<file path="src/rtl/unit_wb_collector_pkg.sv">
// Shared types and constants for the unit writeback collector.
// Entry layout carries the PC only when DEXIE_WB_PC_TRACE_EN is defined.
package unit_wb_collector_pkg;

  localparam int unsigned XLEN        = 32;
  localparam int unsigned WB_ID_W     = 3;
  localparam int unsigned WB_UNIT_ALU = 0;

  // Default-configuration entry layout; the top builds its own for a non-default ID_W.
  typedef struct packed {
    logic [XLEN-1:0]    rd;
    logic [WB_ID_W-1:0] id;
`ifdef DEXIE_WB_PC_TRACE_EN
    logic [31:0]        pc;
`endif
  } wb_entry_t;

endpackage

</file>
<file path="src/rtl/unit_wb_collector_if.sv">
// Unit-side done/result bundle plus the single writeback port of the collector.
// master drives units and wb_ready; slave is the collector.
interface unit_wb_collector_if
  import unit_wb_collector_pkg::*;
#(
  parameter int unsigned NUM_UNITS = 4,
  parameter int unsigned ID_W      = 3
) ();

  localparam int unsigned UnitW = (NUM_UNITS > 1) ? $clog2(NUM_UNITS) : 1;

  logic [NUM_UNITS-1:0]           unit_done;
  logic [NUM_UNITS-1:0][XLEN-1:0] unit_rd;
  logic [NUM_UNITS-1:0][ID_W-1:0] unit_id;
  logic [NUM_UNITS-1:0][31:0]     unit_pc;
  logic [NUM_UNITS-1:0]           unit_ready;
  logic                           wb_valid;
  logic                           wb_ready;
  logic [XLEN-1:0]                wb_rd;
  logic [ID_W-1:0]                wb_id;
  logic [31:0]                    wb_pc;
  logic [UnitW-1:0]               wb_unit;
  logic                           overflow_err;

  modport master (
    output unit_done, unit_rd, unit_id, unit_pc, wb_ready,
    input  unit_ready, wb_valid, wb_rd, wb_id, wb_pc, wb_unit, overflow_err
  );

  modport slave (
    input  unit_done, unit_rd, unit_id, unit_pc, wb_ready,
    output unit_ready, wb_valid, wb_rd, wb_id, wb_pc, wb_unit, overflow_err
  );

endinterface

</file>
<file path="src/rtl/unit_wb_collector_wb_unit_fifo.sv">
// Single-unit circular buffer (power-of-two depth) with push, pop, full, empty and count.
// A push into a full buffer is accepted only when a pop happens in the same cycle.
module wb_unit_fifo
  import unit_wb_collector_pkg::*;
#(
  parameter int unsigned Depth   = 2,
  parameter type         entry_t = wb_entry_t
) (
  input  logic                       clk_i,
  input  logic                       rst_i,
  input  logic                       push_i,
  input  logic                       pop_i,
  input  entry_t                     data_i,
  output entry_t                     data_o,
  output logic                       full_o,
  output logic                       empty_o,
  output logic                       drop_o,
  output logic [$clog2(Depth):0]     count_o
);

  localparam int unsigned PtrW = $clog2(Depth);

  logic [PtrW-1:0] wr_ptr_q, rd_ptr_q;
  logic [PtrW:0]   count_q;
  entry_t          mem_q [Depth];
  logic            do_push, do_pop;

  assign full_o  = (count_q == (PtrW + 1)'(Depth));
  assign empty_o = (count_q == '0);
  assign do_pop  = pop_i && !empty_o;
  assign do_push = push_i && (!full_o || do_pop);
  assign drop_o  = push_i && full_o && !do_pop;
  assign data_o  = mem_q[rd_ptr_q];
  assign count_o = count_q;

  always_ff @(posedge clk_i) begin
    if (rst_i) begin
      wr_ptr_q <= '0;
      rd_ptr_q <= '0;
      count_q  <= '0;
    end else begin
      if (do_push) wr_ptr_q <= wr_ptr_q + PtrW'(1);
      if (do_pop)  rd_ptr_q <= rd_ptr_q + PtrW'(1);
      unique case ({do_push, do_pop})
        2'b10:   count_q <= count_q + (PtrW + 1)'(1);
        2'b01:   count_q <= count_q - (PtrW + 1)'(1);
        default: count_q <= count_q;
      endcase
    end
  end

  // Storage needs no reset: validity is tracked by the pointers and count.
  always_ff @(posedge clk_i) begin
    if (do_push) mem_q[wr_ptr_q] <= data_i;
  end

endmodule

</file>
<file path="src/rtl/unit_wb_collector.sv">
// Collects per-unit writeback pulses into small FIFOs and round-robin arbitrates them onto one
// valid/ready writeback port. Optional PC trace storage: DEXIE_WB_PC_TRACE_EN.
module unit_wb_collector
  import unit_wb_collector_pkg::*;
#(
  parameter int unsigned NUM_UNITS  = 4,
  parameter int unsigned FIFO_DEPTH = 2,
  parameter int unsigned ID_W       = 3
) (
  input  logic             clk,
  input  logic             rst,
  unit_wb_collector_if.slave bus
);

  localparam int unsigned UnitW = (NUM_UNITS > 1) ? $clog2(NUM_UNITS) : 1;
  localparam int unsigned CntW  = $clog2(FIFO_DEPTH) + 1;

  typedef struct packed {
    logic [XLEN-1:0] rd;
    logic [ID_W-1:0] id;
`ifdef DEXIE_WB_PC_TRACE_EN
    logic [31:0]     pc;
`endif
  } entry_t;

  entry_t               head [NUM_UNITS];
  logic [NUM_UNITS-1:0] full, empty, drop, pop;
  logic [CntW-1:0]      unused_count [NUM_UNITS];

  for (genvar u = 0; u < NUM_UNITS; u++) begin : g_unit
    entry_t din;
    assign din.rd = bus.unit_rd[u];
    assign din.id = bus.unit_id[u];
`ifdef DEXIE_WB_PC_TRACE_EN
    assign din.pc = bus.unit_pc[u];
`endif

    wb_unit_fifo #(
      .Depth   (FIFO_DEPTH),
      .entry_t (entry_t)
    ) u_fifo (
      .clk_i   (clk),
      .rst_i   (rst),
      .push_i  (bus.unit_done[u]),
      .pop_i   (pop[u]),
      .data_i  (din),
      .data_o  (head[u]),
      .full_o  (full[u]),
      .empty_o (empty[u]),
      .drop_o  (drop[u]),
      .count_o (unused_count[u])
    );
  end

`ifndef DEXIE_WB_PC_TRACE_EN
  logic unused_pc;
  assign unused_pc = ^bus.unit_pc;
`endif

  logic [UnitW-1:0] rr_ptr_q, rr_grant, grant, lock_grant_q, next_ptr;
  logic             lock_q, any_valid, handshake, found, overflow_q;
  int unsigned      idx;
  entry_t           sel;

  assign any_valid = ~&empty;
  assign handshake = any_valid && bus.wb_ready;
  // A stalled grant is held so a newly filled FIFO earlier in the rotation cannot preempt it.
  assign grant     = lock_q ? lock_grant_q : rr_grant;
  assign next_ptr  = (grant == UnitW'(NUM_UNITS - 1)) ? '0 : grant + UnitW'(1);
  assign sel       = head[grant];

  always_comb begin
    rr_grant = '0;
    found    = 1'b0;
    idx      = 0;
    for (int unsigned k = 0; k < NUM_UNITS; k++) begin
      idx = (32'(rr_ptr_q) + k) % NUM_UNITS;
      if (!found && !empty[idx]) begin
        found    = 1'b1;
        rr_grant = UnitW'(idx);
      end
    end
  end

  always_comb begin
    pop = '0;
    if (handshake) pop[grant] = 1'b1;
  end

  always_ff @(posedge clk) begin
    if (rst) begin
      rr_ptr_q     <= '0;
      lock_q       <= 1'b0;
      lock_grant_q <= '0;
      overflow_q   <= 1'b0;
    end else begin
      if (handshake) rr_ptr_q <= next_ptr;
      lock_q       <= any_valid && !bus.wb_ready;
      lock_grant_q <= grant;
      overflow_q   <= overflow_q | (|drop);
    end
  end

  assign bus.unit_ready   = ~full;
  assign bus.wb_valid     = any_valid;
  assign bus.wb_rd        = any_valid ? sel.rd : '0;
  assign bus.wb_id        = any_valid ? sel.id : '0;
  assign bus.wb_unit      = any_valid ? grant : '0;
  assign bus.overflow_err = overflow_q;
`ifdef DEXIE_WB_PC_TRACE_EN
  assign bus.wb_pc        = any_valid ? sel.pc : '0;
`else
  assign bus.wb_pc        = '0;
`endif

endmodule

</file>
<file path="src/flat_wrapper.sv">
// flat-port wrapper written by rule: the top's interface ports become plain ports
module unit_wb_collector_flat import unit_wb_collector_pkg::*;
#(
  parameter int unsigned NUM_UNITS  = 4,
  parameter int unsigned FIFO_DEPTH = 2,
  parameter int unsigned ID_W       = 3
)
  (clk, rst, bus_unit_done, bus_unit_rd, bus_unit_id, bus_unit_pc, bus_wb_ready, bus_unit_ready, bus_wb_valid, bus_wb_rd, bus_wb_id, bus_wb_pc, bus_wb_unit, bus_overflow_err);
  unit_wb_collector_if #(.NUM_UNITS(NUM_UNITS), .ID_W(ID_W)) bus_i ();
  input  logic clk;
  input  logic rst;
  input wire logic [$bits(bus_i.unit_done)-1:0] bus_unit_done;
  input wire logic [$bits(bus_i.unit_rd)-1:0] bus_unit_rd;
  input wire logic [$bits(bus_i.unit_id)-1:0] bus_unit_id;
  input wire logic [$bits(bus_i.unit_pc)-1:0] bus_unit_pc;
  input wire logic [$bits(bus_i.wb_ready)-1:0] bus_wb_ready;
  output wire logic [$bits(bus_i.unit_ready)-1:0] bus_unit_ready;
  output wire logic [$bits(bus_i.wb_valid)-1:0] bus_wb_valid;
  output wire logic [$bits(bus_i.wb_rd)-1:0] bus_wb_rd;
  output wire logic [$bits(bus_i.wb_id)-1:0] bus_wb_id;
  output wire logic [$bits(bus_i.wb_pc)-1:0] bus_wb_pc;
  output wire logic [$bits(bus_i.wb_unit)-1:0] bus_wb_unit;
  output wire logic [$bits(bus_i.overflow_err)-1:0] bus_overflow_err;
  assign bus_i.unit_done = bus_unit_done;
  assign bus_i.unit_rd = bus_unit_rd;
  assign bus_i.unit_id = bus_unit_id;
  assign bus_i.unit_pc = bus_unit_pc;
  assign bus_i.wb_ready = bus_wb_ready;
  assign bus_unit_ready = bus_i.unit_ready;
  assign bus_wb_valid = bus_i.wb_valid;
  assign bus_wb_rd = bus_i.wb_rd;
  assign bus_wb_id = bus_i.wb_id;
  assign bus_wb_pc = bus_i.wb_pc;
  assign bus_wb_unit = bus_i.wb_unit;
  assign bus_overflow_err = bus_i.overflow_err;
  unit_wb_collector #(.NUM_UNITS(NUM_UNITS), .FIFO_DEPTH(FIFO_DEPTH), .ID_W(ID_W)) u_core (.clk(clk), .rst(rst), .bus(bus_i));
endmodule
</file>
<file path="config.mk">
export PLATFORM = sky130hd
export DESIGN_NAME = unit_wb_collector_flat
export DESIGN_NICKNAME = d
export VERILOG_FILES = /design/src/rtl/unit_wb_collector_pkg.sv /design/src/rtl/unit_wb_collector_if.sv /design/src/rtl/unit_wb_collector_wb_unit_fifo.sv /design/src/rtl/unit_wb_collector.sv /design/src/flat_wrapper.sv
export SDC_FILE = /design/constraint.sdc
export NUM_CORES = 1
export LEC_CHECK = 0
export ABC_AREA = 1
export BUFFER_PORTS_ARGS = -buffer_cell sky130_fd_sc_hd__buf_2
export CORE_MARGIN = 3
export CORE_UTILIZATION = 40
export CTS_CLUSTER_SIZE = 8
export DETAILED_ROUTE_END_ITERATION = 16
export PLACE_DENSITY = 0.62
export SYNTH_ARGS = -nofsm -noshare
export SYNTH_HDL_FRONTEND = slang
export SYNTH_SLANG_ARGS = --single-unit
</file>
<file path="constraint.sdc">
create_clock -name clk -period 6.61 [get_ports clk]
set_input_delay 1.6525 -clock clk [delete_from_list [all_inputs] [get_ports clk]]
set_output_delay 1.6525 -clock clk [all_outputs]
set_load 0.005 [all_outputs]
</file>
# After elaboration in Yosys (flattened, before gate mapping)
# Memory sizes are Yosys's and may differ from the RTL's. A register that Yosys moved wholly into a read port is not among the register bits.
# Index checks and enable logic that the tools add are counted.
classes:
  n_reduce_logical: 55
  addsub: 20
  eq_ne: 13
  magnitude_cmp: 7
  n_mux: 46
  bitwise_logic: 3
ops:
  columns: ["cell", "n"]
  rows:
  - ["binary-select mux 35 bit (select 2 bit)", 1]
  - ["two-way mux 35 bit", 2]
  - ["two-way mux 32 bit", 1]
  - ["two-way mux 1 bit", 24]
  - ["logical AND 1 bit", 22]
  - ["logical NOT 1 bit", 19]
  - ["equality test 2 bit, second input constant", 9]
  - ["one-hot mux 2 bit (2 select lines)", 4]
  - ["less-than comparator 2 x 3 -> 1 bit, second input constant", 5]
  - ["two-way mux 2 bit", 7]
  - ["adder 2 x 1 -> 2 bit, second input constant", 6]
  - ["adder 1 bit, second input constant", 8]
  - ["binary-select mux 1 bit (select 2 bit)", 4]
  - ["equality test 2 x 1 -> 1 bit, second input constant", 4]
  - ["logical NOT 2 bit", 4]
  - ["nonzero test 2 bit", 4]
  - ["subtractor 2 x 1 -> 2 bit, second input constant", 4]
  - ["adder 2 bit, second input constant", 2]
  - ["logical OR 1 bit", 4]
  - ["two-way mux 4 bit", 1]
  - ["inverter 4 bit", 1]
  - ["AND reduction 4 bit", 1]
  - ["OR reduction 4 bit", 1]
  - ["greater-or-equal comparator 3 bit, second input constant", 1]
  - ["other kinds (5)", 5]
totals:
  out_inout_bits: 75
  reg_bits: 22
  ramBits: 280
  memories: 4
memory_table:
  columns: ["memory", "words", "word_bits", "read_ports", "rd_clocked_by_memory_dff", "write_ports", "line", "source"]
  rows:
  - ["u_core.g_unit[0].u_fifo.mem_q", 2, 35, 1, 1, 1, "unit_wb_collector_wb_unit_fifo.sv:25", "entry_t mem_q [Depth];"]
  - ["u_core.g_unit[1].u_fifo.mem_q", 2, 35, 1, 1, 1, "unit_wb_collector_wb_unit_fifo.sv:25", null]
  - ["u_core.g_unit[2].u_fifo.mem_q", 2, 35, 1, 1, 1, "unit_wb_collector_wb_unit_fifo.sv:25", null]
  - ["u_core.g_unit[3].u_fifo.mem_q", 2, 35, 1, 1, 1, "unit_wb_collector_wb_unit_fifo.sv:25", null]

# Longest topological paths before layout
logic_depth:
  depth_word: 23
  ltp_mapped: 23

# Hierarchy
# A second synthesis with hierarchy kept.
hier_totals:
  hier_cells: 1087
  area_unflattened_um2: 13698.1
by_module_without_submodules:
  columns: ["mod", "area_per_inst_um2", "n_inst", "cells_per_inst"]
  rows:
  - ["wb_unit_fifo", 2806.4, 4, 149]
  - ["unit_wb_collector", 2472.4, 1, 491]

# Least setup slack after synthesis
# OpenSTA, ideal clock, no wires.
synth_path:
  kind: "input to register"
  from: "input bus_wb_ready"
  to: "memory u_core.g_unit[2].u_fifo.mem_q[0][0] (netlist name), enable pin"
  t_arrival_ns: 3.819
  cell_stages: 8
  slack_ns: 2.363
  cell_sequence: "inv_1 nor2_2 nand3_1 nor2_1 inv_1 nand2_1 nand2_1 nor2_1"
synth_via:
  elab_chain_cells: 7
synth_lines:
  columns: ["element", "line", "source"]
  rows:
  - ["from (decl)", "flat_wrapper.sv:16", "input wire logic [$bits(bus_i.wb_ready)-1:0] bus_wb_ready;"]
  - ["logical AND 1 bit", "unit_wb_collector.sv:66", "assign handshake = any_valid && bus.wb_ready;"]
  - ["two-way mux 4 bit", "unit_wb_collector.sv:87", "if (handshake) pop[grant] = 1'b1;"]
  - ["logical AND 1 bit", "unit_wb_collector_wb_unit_fifo.sv:30", "assign do_pop = pop_i && !empty_o;"]
  - ["logical OR 1 bit", "unit_wb_collector_wb_unit_fifo.sv:31", "assign do_push = push_i && (!full_o || do_pop);"]
  - ["logical AND 1 bit", "unit_wb_collector_wb_unit_fifo.sv:31", null]
  - ["two-way mux 1 bit", "unit_wb_collector_wb_unit_fifo.sv:54", "if (do_push) mem_q[wr_ptr_q] <= data_i;"]
  - ["two-way mux 1 bit (not written as such)", "unit_wb_collector_wb_unit_fifo.sv:54", null]
  - ["to (decl)", "unit_wb_collector_wb_unit_fifo.sv:25", null]
# No other way between the ends.

# Worst setup path after layout
layout_path:
  from: "register u_core.rr_ptr_q[0]"
  to: "output bus_wb_rd[11]"
layout_via:
  elab_chain_cells: 18
layout_lines:
  columns: ["element", "line", "source"]
  rows:
  - ["from (decl)", "unit_wb_collector.sv:60", "logic [UnitW-1:0] rr_ptr_q, rr_grant, grant, lock_grant_q, next_ptr;"]
  - ["from (signal assigned)", "unit_wb_collector.sv:97", "if (handshake) rr_ptr_q <= next_ptr;"]
  - ["adder 2 x 1 -> 2 bit", "unit_wb_collector.sv:77", "idx = (32'(rr_ptr_q) + k) % NUM_UNITS;"]
  - ["binary-select mux 1 bit (select 2 bit)", "unit_wb_collector.sv:78", "if (!found && !empty[idx]) begin"]
  - ["two-way mux 1 bit (not written as such)", "unit_wb_collector.sv:78", null]
  - ["logical NOT 1 bit", "unit_wb_collector.sv:78", null]
  - ["logical AND 1 bit", "unit_wb_collector.sv:78", null]
  - ["two-way mux 1 bit", "unit_wb_collector.sv:78", null]
  - ["logical NOT 1 bit", "unit_wb_collector.sv:78", null]
  - ["logical AND 1 bit", "unit_wb_collector.sv:78", null]
  - ["two-way mux 1 bit", "unit_wb_collector.sv:78", null]
  - ["logical NOT 1 bit", "unit_wb_collector.sv:78", null]
  - ["logical AND 1 bit", "unit_wb_collector.sv:78", null]
  - ["two-way mux 2 bit (*)", "unit_wb_collector.sv:78", null]
  - ["two-way mux 2 bit (*)", "unit_wb_collector.sv:68", "assign grant = lock_q ? lock_grant_q : rr_grant;"]
  - ["inverter 2 -> 3 bit (not written as such) (*)", "unit_wb_collector.sv:70", "assign sel = head[grant];"]
  - ["binary-select mux 35 bit (select 2 bit) (*)", "unit_wb_collector.sv:70", null]
  - ["two-way mux 35 bit (not written as such) (*) (2 in series)", "unit_wb_collector.sv:70", null]
  - ["two-way mux 32 bit (*)", "unit_wb_collector.sv:106", "assign bus.wb_rd = any_valid ? sel.rd : '0;"]
  - ["to (decl)", "flat_wrapper.sv:19", "output wire logic [$bits(bus_i.wb_rd)-1:0] bus_wb_rd;"]
# Every way passes the cells marked *; elsewhere a longest branch is shown, timed or not. The select of a mux whose other input is x is not followed.

==> out/results.ini <==
[timing]
fin_crit_sh=0.845
worst_slack_ps=1020
min_period_ps=5590
setup_violations=0
max_freq_ghz=0.179
tightest_slew_ps=1040
fin_skew_ps=19.2
max_slew_margin=0.309
hold_violations=0
tns_ps=0
drv_slew=0
rsz0062_at_grt=false

[setup_path]
worst_ep_arrival_time_ps=3930
r2r_slack_ps=2310
worstSetupEndpointType=output pin
worst_setup_path_start_kind=register
cp.required_ps=4960
timing.rr.start=u_core.g_unit[1].u_fifo.count_o[1]
critPathMaxFanout=64
cp_common_cell=nand2_1
slowest_stage=inv_2
path_cells=inv_2, nand2_1, nand2_1, nand2_1, nand2_1, nand2_1, inv_1, nand2_1, nand2_1, nand3_2, nand2_4, inv_4, nand2_4, inv_2, nand2_1, nand3_1, a21oi_1, buf_2
crit_buf_inv=5
critPathTopFamily=simple AND/OR/NAND/NOR gates
worst_r2r_path_depth=19
worstSetupPathType=register to output pin
crit_path_max_incr_delay_ps=590
r2r-end=u_core.g_unit[3].u_fifo.mem_q[1][28]

[logic_synthesis]
synth_top_area_share=0.656
yosys_warnings=0
yosysUniqueCellTypes=41
syn_inst=935
ys_seq_area_frac=0.696
async_flop_share=0
ys.flop_type=edfxtp_1
synth-edff-count=280
ys_ff_latch=306
netlist_top_cells_area=edfxtp_1, mux2i_1, nand2_1
netlist_area_sq_um=12800
syn_area_per_cell_sq_um=13.7
yosys.area.top_type=edfxtp_1

[global_route]
grt_pass1_vias=7990
grt-ovfl-total=0
antenna_found_initial=11
grt_max_degree=65
grt_pass1_wl_um=45400
grt_usage=0.177

[routing]
ant_nets=0
wl_per_cell_um=20.0
vias_per_cell=5.11
drc=0
vias=7918
drt_wl_total_um=30900
drt-initial-drc-count=460
dr.pass1.iters=5

[place]
io_buffers=189
dp.cells=1490
hpwl_um=19700
post-place-ws_ps=1530
gp_congestion=0.756

[floorplan]
die_height_um=185
fp.coreArea_sq_um=31100
io_pins=350
fp-row-count=64
initial_utilization=0.413
die_x_um=185
die_area_sq_um=34200

[clock_tree]
post_cts_buffers=0
hold_buffers=0
clk_latency_ps=520
clkSinkCount=306
cts.path.max_buffers=3
cts_root_buf=clkbuf_16
clk_pin_slew_worst_paths_ps=60
cts_resized=0
htreeDepth=2
cts_tree=done
numCtsBuffers=44

[cells_and_area]
fin_cells=1548
nets=1416
drive_gt1_frac=0.301
area_growth_pct=19.4

[power]
power_density_nw_per_um2=488
leakagePower_uw=0.00570
worst_ir_drop_vdd_v=0.000471
total_power_uw=7470

[flow_run]
cap_viol_max_count=0

[hold_path]
whs_path_depth=1
hold_end=u_core.g_unit[2].u_fifo.rd_ptr_q
hp-start=u_core.g_unit[2].u_fifo.rd_ptr_q
hold_path.class=register to register

[run_status]
status=finished clean

flip-flops by register name (all words and copies together), names as in the netlist, named ones only:
signal,cells
u_core.bus.overflow_err,1
u_core.g_unit.u_fifo.count_o,8
u_core.g_unit.u_fifo.rd_ptr_q,4
u_core.lock_q,1
u_core.g_unit.u_fifo.wr_ptr_q,4
u_core.rr_ptr_q,2
u_core.g_unit.u_fifo.mem_q,280
u_core.lock_grant_q,2
worst register-to-register path: cells and delay by family, from the launching register on:
kind	cells	cell delay (ps)
buffers and inverters	5	1270
adder cells (fa/ha/maj)	1	260
flip-flops	1	360
AND/OR/NAND/NOR	13	2040
stage by stage:
step / utilization / instance area (sq um) / hold slack [ps]
4_1_cts: 0.493 / 15300 / 471
5_1_grt: 0.493 / 15300 / 482
2_1_floorplan: - / 12900 / 426
6_report: 0.493 / 15300 / 474
3_3_place_gp: 0.453 / 14100 / 436
3_5_place_dp: 0.453 / 14100 / 451
metal layers:
metal / track usage / vias up / routed length [um]
met5: 0 / - / 121
met2: 0.304 / 252 / 15100
met3: 0.0465 / 66 / 2030
met1: 0.222 / 3835 / 13000
met4: 0.0486 / 18 / 673
li1: - / 3747 / -
Yosys cell counts, drive strengths merged (4+ instances only):
library cell and n:
inv 34, o221ai 4, o21ai 41, mux2i 87, mux2 43, clkbuf 18, nand3 44, nor2 66
nand4 4, edfxtp 280, a211oi 21, nand2 150, dfxtp 26, a21oi 49, buf 53
final cells by class:
type                    count  area, sq um
flip-flops and latches    306         8930
inverters                  35          134
well taps                 396          495
clock buffers              53         1190
repair buffers            199         1020
clock inverters             2         46.3
fillers                  2723        15800
diodes                      3         7.51
multi-input cells         554         3490
report_power, final:
part | leakage, uW | switching [uW] | internal (uW)
combinational | 0.00227 | 1940 | 1000
clock | 0.000602 | 758 | 1280
sequential | 0.00283 | 119 | 2380
cells in the final DEF, fill, tap and decap left out, types with 2 or more instances in the layout:
master and count:
a211oi_2 17, buf_4 10, nor2_1 54, dfxtp_1 22, nor2_2 5, o21ai_1 3, or2_2 2, nand2_2 2
xor2_1 3, inv_1 26, clkbuf_1 6, nor3_1 2, nand2_1 145, nor2_4 7, mux2_2 43, edfxtp_1 280
o221ai_1 4, conb_1 32, o21ai_0 38, buf_2 189, dfxtp_2 4, a211oi_1 4, inv_2 7, nand3_2 4
nand4_1 3, diode_2 3, nand2_4 3, nand3_1 39, a21oi_1 49, clkbuf_16 46, mux2i_1 87
how the worst max path moves through the flow:
stage / from / end / slack [ps] / cells past startpoint
after floorplan: bus_wb_ready / u_core.g_unit[2].u_fifo.mem_q[0][0] / 2360 / 8
after global placement: u_core.rr_ptr_q[0] / bus_wb_rd[25] / 1510 / 16
after detailed placement: u_core.rr_ptr_q[0] / bus_wb_rd[25] / 1530 / 16
after global routing: u_core.rr_ptr_q[0] / bus_wb_rd[13] / 700 / 18
after CTS: u_core.rr_ptr_q[0] / bus_wb_rd[25] / 970 / 18
final: u_core.rr_ptr_q[0] / bus_wb_rd[11] / 1020 / 18
logic make-up (layout without fill, tap and decap cells):
| family | count (synthesis) | after routing | synth area share |
|---|---|---|---|
| other | 1 | 35 | 0.000292 |
| buffers and inverters | 106 | 289 | 0.0442 |
| AO/OA/AOI/OAI | 118 | 118 | 0.0584 |
| XOR/XNOR | 3 | 3 | 0.00205 |
| AND/OR/NAND/NOR | 270 | 270 | 0.0921 |
| multiplexers | 130 | 130 | 0.106 |
| flip-flops | 306 | 306 | 0.696 |
| adder cells (fa/ha/maj) | 1 | 1 | 0.000976 |
Note: power is estimated with default switching activity, not from simulation.
